==> config.mk <==
export PLATFORM = sky130hd
export DESIGN_NAME = hazard_detection_unit
export DESIGN_NICKNAME = d
export VERILOG_FILES = /design/src/rtl/hazard_pkg.sv /design/src/rtl/sat_counter.sv /design/src/rtl/hazard_detection_unit.sv
export SDC_FILE = /design/constraint.sdc
export NUM_CORES = 1
export LEC_CHECK = 0
export BUFFER_PORTS_ARGS = -buffer_cell sky130_fd_sc_hd__buf_2
export CORE_AREA = 10 10 47 49
export DETAILED_ROUTE_END_ITERATION = 10
export DIE_AREA = 0 0 57 59
export SLEW_MARGIN = 20
export SYNTH_ARGS = -nofsm -noshare
export SYNTH_HDL_FRONTEND = slang
export SYNTH_SLANG_ARGS = --single-unit
==> constraint.sdc <==
create_clock -name CLK -period 1.5 [get_ports CLK]
set_input_delay 0.3 -clock CLK [delete_from_list [all_inputs] [get_ports CLK]]
set_output_delay 0.3 -clock CLK [all_outputs]
set_load 0.1 [all_outputs]
==> src/rtl/hazard_pkg.sv <==
// Shared definitions for the ID-stage hazard detection unit.
// State encoding and next-PC select codes used by the unit and its bench.
package hazard_pkg;

    typedef enum logic {
        S_NORMAL  = 1'b0,
        S_BR_WAIT = 1'b1
    } state_t;

    localparam logic [1:0] ADDR_PC4 = 2'b00;
    localparam logic [1:0] ADDR_JMP = 2'b01;
    localparam logic [1:0] ADDR_BR  = 2'b10;

endpackage

==> src/rtl/sat_counter.sv <==
// Saturating up-counter with enable and asynchronous active-low reset.
// Holds at all-ones instead of wrapping.
module sat_counter #(
    parameter int STAT_W = 16
) (
    input  logic              clk,
    input  logic              rst_n,
    input  logic              en,
    output logic [STAT_W-1:0] count
);

    always_ff @(posedge clk or negedge rst_n) begin
        if (!rst_n) begin
            count <= '0;
        end else if (en && (count != {STAT_W{1'b1}})) begin
            count <= count + 1'b1;
        end
    end

endmodule

==> src/rtl/hazard_detection_unit.sv <==
// Load-use stall detection and branch/jump sequencing for the ID stage.
// Optional statistics counters are built when HAZARD_STATS_EN is defined.
module hazard_detection_unit
    import hazard_pkg::*;
#(
    parameter int REG_W  = 5,
    parameter int STAT_W = 16
) (
    input  logic             CLK,
    input  logic             Reset_L,
    input  logic             IDEX_MemRead,
    input  logic [REG_W-1:0] IDEX_Rt,
    input  logic [REG_W-1:0] IFID_Rs,
    input  logic [REG_W-1:0] IFID_Rt,
    input  logic             UseShamt,
    input  logic             Jump,
    input  logic             Branch,
    input  logic             ALUZero,
    output logic             bubble,
    output logic             PCWrite,
    output logic             IFWrite,
    output logic             IFFlush,
    output logic [1:0]       addrSel,
    output state_t           dbg_state
`ifdef HAZARD_STATS_EN
    ,
    output logic [STAT_W-1:0] stall_cnt,
    output logic [STAT_W-1:0] flush_cnt
`endif
);

    if (STAT_W < 1) begin : g_bad_stat_w
        $error("STAT_W must be at least 1");
    end

    state_t state;
    state_t next_state;
    logic   rs_hit;
    logic   rt_hit;
    logic   load_use;

    // Shift-by-shamt instructions do not read rs, so rs cannot create a hazard.
    assign rs_hit   = (IDEX_Rt == IFID_Rs) && !UseShamt;
    assign rt_hit   = (IDEX_Rt == IFID_Rt);
    assign load_use = IDEX_MemRead && (IDEX_Rt != '0) && (rs_hit || rt_hit);

    always_ff @(posedge CLK or negedge Reset_L) begin
        if (!Reset_L) begin
            state <= S_NORMAL;
        end else begin
            state <= next_state;
        end
    end

    // Outputs are Mealy; reset is folded in so the pipeline is frozen while Reset_L is low.
    always_comb begin
        next_state = state;
        bubble     = 1'b0;
        PCWrite    = 1'b0;
        IFWrite    = 1'b0;
        IFFlush    = 1'b0;
        addrSel    = ADDR_PC4;
        if (!Reset_L) begin
            bubble     = 1'b1;
            next_state = S_NORMAL;
        end else begin
            case (state)
                S_NORMAL: begin
                    if (load_use) begin
                        bubble = 1'b1;
                    end else if (Jump) begin
                        PCWrite = 1'b1;
                        IFWrite = 1'b1;
                        IFFlush = 1'b1;
                        addrSel = ADDR_JMP;
                    end else if (Branch) begin
                        // Branch goes to EX; the fall-through word stays held in IF/ID.
                        next_state = S_BR_WAIT;
                    end else begin
                        PCWrite = 1'b1;
                        IFWrite = 1'b1;
                    end
                end
                S_BR_WAIT: begin
                    bubble     = 1'b1;
                    next_state = S_NORMAL;
                    if (ALUZero) begin
                        PCWrite = 1'b1;
                        IFWrite = 1'b1;
                        IFFlush = 1'b1;
                        addrSel = ADDR_BR;
                    end
                end
                default: begin
                    next_state = S_NORMAL;
                end
            endcase
        end
    end

    assign dbg_state = state;

`ifdef HAZARD_STATS_EN
    logic stall_ev;
    logic flush_ev;

    assign stall_ev = (state == S_NORMAL) && load_use;
    assign flush_ev = IFFlush;

    sat_counter #(.STAT_W(STAT_W)) u_stall_cnt (
        .clk   (CLK),
        .rst_n (Reset_L),
        .en    (stall_ev),
        .count (stall_cnt)
    );

    sat_counter #(.STAT_W(STAT_W)) u_flush_cnt (
        .clk   (CLK),
        .rst_n (Reset_L),
        .en    (flush_ev),
        .count (flush_cnt)
    );
`endif

endmodule

==> results.ini, run 1 <==
[run_status]
outcome=complete, but fails checks
violations=negative setup slack

[placement]
place.gp.congestion=0.669
io_buffers=28
dp_cells=83

[die]
core_area_um2=1400
rows=14
die_h_um=59
die-area_um2=3360
die_w_um=57
io_pins=29
start_util_pct=18.9

[detailed_routing]
via_per_inst=4.61
drcViolationCount=0
drt_iter0_markers=0
routedWlPerCell_um=14.1
wirelength_um=1170
drt_pass1_iterations=1
ant_nets=0
vias=383

[clock_network]
clock_latency_ps=0
hold_buffers=0
cts.reportedPaths.clkPinSlew_ps=0

[finish]
fillerInstances=139
final_common_cell=buf_2
ff_latch_area_um2=28.8
drive_gt1_share_pct=76.1
mostFrequentLayoutCells=buf_2 (15), buf_12 (7), buf_4 (7), buf_6 (6), xnor2_2 (5)
areaGrowthSynthToFinish_pct=174
final_util_pct=51.8
n_antenna_cell=0
multi_input_area_um2=327
finalNonFillerCells=83
largest_reg_flops=1
final_nets=91

[synth]
synth_seq_cells=1
synth_top_area_share_pct=29.7
yosysWarnings=0
syn_nets=54
ys_seq_area_share_pct=9.43
avgSynthCellArea_um2=8.29
yosys.area.top_type=xnor2_1
synth_area_leaders=xnor2_1 (30%), o32ai_4 (10%), dfrtp_1 (9.4%)
syn_inst=32
netlist_area_um2=265
synth_cell_types=19

[timing]
tightest_slew_ps=486
final-setup-viol-count=5
max_freq_mhz=565
hold_violations=0
setup_ws_ps=-270
fin_hold_ws_ps=90.6
skew_ps=0
slew-limit-headroom_pct=67.8
min_period_ps=1770
report.final.slew_viol_count=0
finalCritPeriodShare_pct=118
rsz0062_at_grt=yes

[setup_path]
critPathLaunch=IDEX_Rt[1]
arrival_ps=1470
cp-start-kind=input port
cp_max_fo=2
cp_data_required_time_ps=1200
r2r_start=dbg_state
cp-end-kind=primary output
ff2ff_path_depth=3
critPathKind=in2out
reg2reg_slack_ps=550
r2r-end=dbg_state

[global_route]
grt_pass1_vias=409
grt_pass1_wl_um=1860
antenna_found_initial=0
track_usage_pct=6.45
grt_max_degree=7
overflow=0

[power_and_ir_drop]
power.density_nw_per_um2=501
power_leakage_nw=0.320
irDropWorstVdd_v=0.000279

[worst_hold_path]
hold_path_class=in2async

[flow_run]
timing.max_cap.violations=0

==> cell usage after synthesis (all sizes together) <==
master	count
nand3	1
o41a	1
o32ai	1
nand4	1
a21bo	1
xnor2	9
or2	1
xor2	1
nand2	3
a31oi	2
buf	1
nand2b	1
dfrtp	1
nand3b	1
a21oi	2
o41ai	1
nor2b	1
and3	1
o21ai	2
==> worst max-delay path, stage by stage <==
cell     delay [ps]
buf_2           100
or2_1           250
o41ai_2         210
buf_4           160
a31oi_1         110
o21ai_4         120
buf_12          200
==> through the flow <==
stage / TNS, ps / power [mW] / instance area [um^2] / worst slack, ps
floorplan: -1890 / 0.224 / 330 / -564
global placement: -1330 / 0.335 / 633 / -296
detailed placement: -1570 / 0.338 / 633 / -331
CTS: -1460 / 0.358 / 698 / -317
global route: -1550 / 0.380 / 726 / -330
finish: -1260 / 0.364 / 726 / -270
==> cell families after synthesis <==
group / synth area share [%]
AOI/OAI and AO/OA: 34.0
and+or+nand+nor: 20.8
DFF: 9.43
xor gates and xnor gates: 33.0
buffers and inverters: 2.83
==> power breakdown <==
group	internal (mW)	switching, mW
Clock	0	0
Combinational	0.148	0.185
Sequential	0.0294	0.00138
==> routing by layer <==
layer | share of wire, % | track usage, % | vias to the layer above
met4 | 0 | 0 | 0
met3 | 12 | 3.00 | 0
met2 | 51 | 11.8 | 22
met5 | 0 | 0 | -
met1 | 37 | 7.05 | 171
li1 | - | - | 190
==> worst max-delay path by stage <==
| stage | cells past startpoint | end | slack [ps] |
|---|---|---|---|
| final | 7 | IFWrite | -270 |
| after global routing | 7 | IFWrite | -330 |
| after CTS | 7 | IFWrite | -320 |
| after detailed placement | 7 | IFWrite | -330 |
| after global placement | 7 | IFWrite | -300 |
| after floorplan | 4 | PCWrite | -560 |
==> cell type report <==
| class | count | area share [%] |
|---|---|---|
| Tap cell | 16 | 2.76 |
| Timing Repair Buffer | 36 | 48.3 |
| Sequential cell | 1 | 3.97 |
| Multi-Input combinational cell | 30 | 45.0 |
==> repair_timing <==
item / 4_1_cts / 5_1_grt
buffers inserted: 0 / 0
resized for setup: 12 / 4
endpoints found under the hold margin: 0 / 0
pin swaps: 9 / 6
endpoints found under the setup margin: 5 / 6
Note: power is estimated with default switching activity, not from simulation.
==> run 2: changes to the inputs <==
--- a/config.mk
+++ b/config.mk
@@ -9,6 +9,7 @@
 export CORE_AREA = 10 10 47 49
 export DETAILED_ROUTE_END_ITERATION = 10
 export DIE_AREA = 0 0 57 59
+export MAX_ROUTING_LAYER = met4
 export SLEW_MARGIN = 20
 export SYNTH_ARGS = -nofsm -noshare
 export SYNTH_HDL_FRONTEND = slang
==> run 2 against run 1 <==
- the run still ends with negative setup slack left
- combinational power about the same
- setup slack lost 3.2 ps
- power hardly changed
- fmax fell by 0.18%
- cell count is the same
- wire length is 0.26% higher
- final area unchanged
- critical path type unchanged
- critical endpoint unchanged
- largest cell class unchanged
==> results.ini, run 2 (same netlist as run 1, synthesis figures left out) <==
[finish]
final_common_cell=buf_2
largest_reg_flops=1
drive_gt1_share_pct=76.1
n_antenna_cell=0
final_nets=91
fin_area_um2=726
mostFrequentLayoutCells=buf_2 (15), buf_12 (7), buf_4 (7), buf_6 (6), xnor2_2 (5)
areaGrowthSynthToFinish_pct=174
final_util_pct=51.8
fillerInstances=139

[global_route]
overflow=0
grt_pass1_vias=408
grt_max_degree=7
track_usage_pct=6.68
grt_pass1_wl_um=1870
antenna_found_initial=0

[detailed_routing]
vias=383
drt_iter0_markers=0
via_per_inst=4.61
wirelength_um=1180
drcViolationCount=0
ant_nets=0
routedWlPerCell_um=14.2
drt_pass1_iterations=1

[setup_path]
crit_family=buffers and inverters
cp_max_fo=2
cp_data_required_time_ps=1200
cp-start-kind=input port
worstPathCellList=buf_2, or2_1, o41ai_2, buf_4, a31oi_1, o21ai_4, buf_12
crit_slowest_cell=or2_1
critPathKind=in2out
slowest_delay_ps=250
arrival_ps=1470
cp-end-kind=primary output
worst-path-buf-inv=3

[run_status]
outcome=complete, but fails checks
violations=negative setup slack

[timing]
slew-limit-headroom_pct=67.8
report.final.slew_viol_count=0
min_period_ps=1770
hold_violations=0
final-setup-viol-count=5
max_freq_mhz=564
setup_ws_ps=-273
rsz0062_at_grt=yes
tightest_slew_ps=486
finalCritPeriodShare_pct=118
skew_ps=0
finalSetupTns_ps=-1270

[flow_run]
timing.max_cap.violations=0

[die]
core_area_um2=1400
io_pins=29
start_util_pct=18.9
die_w_um=57
die-area_um2=3360
die_h_um=59
rows=14

[power_and_ir_drop]
power.density_nw_per_um2=501
total_power_uw=364
irDropWorstVdd_v=0.000279
power_leakage_nw=0.320

[placement]
io_buffers=28
place_ws_ps=-331
place.gp.congestion=0.676
place_area_um2=633

[clock_network]
hold_buffers=0
clock_latency_ps=0
cts.reportedPaths.clkPinSlew_ps=0

[worst_hold_path]
hold_path_class=in2async

## run 2: routing by layer
metal	routed length, um	vias to the layer above	global-route usage [%]
met5	0	-	-
met4	0	0	0
met3	154	0	3.22
met2	602	22	11.8
met1	421	171	7.05
li1	-	190	-
## run 2: timing repair
| action | in CTS | in global routing |
|---|---|---|
| setup endpoints to repair | 5 | 6 |
| pin swaps | 9 | 6 |
| gates resized for setup | 12 | 4 |
| buffers inserted | 0 | 0 |
## run 2: final timing paths
kind / from / end / slack [ps] / cells past startpoint
worst max-delay path: IDEX_Rt[1] / IFWrite / -270 / 7
worst min-delay path: Reset_L / dbg_state / 90 / 1
worst max register to register: dbg_state / dbg_state / 540 / 3
worst min register to register: dbg_state / dbg_state / 630 / 3
max in group asynchronous: Reset_L / dbg_state / 1290 / 1
min in group CLK: Branch / dbg_state / 560 / 3
## run 2: metrics by stage
| step | hold WS [ps] | std cells |
|---|---|---|
| 4_1_cts | 90.5 | 83 |
| 3_5_place_dp | 89.3 | 83 |
| 5_1_grt | 94.7 | 83 |
| 2_1_floorplan | 4.43 | 32 |
| 3_3_place_gp | 90.0 | 83 |
| 6_report | 90.6 | 83 |
## run 2: area by class of cell
type / count / area [um^2] / share of cell area (%)
sequential: 1 / 28.8 / 3.97
tap: 16 / 20.0 / 2.76
timing repair buffer: 36 / 350 / 48.3
multi-input combinational: 30 / 327 / 45.0
## run 2: where the power goes
part | leakage (nW) | internal (mW) | switching (mW)
logic | 0.308 | 0.148 | 0.185
clock network | 0 | 0 | 0
registers | 0.0118 | 0.0294 | 0.00139
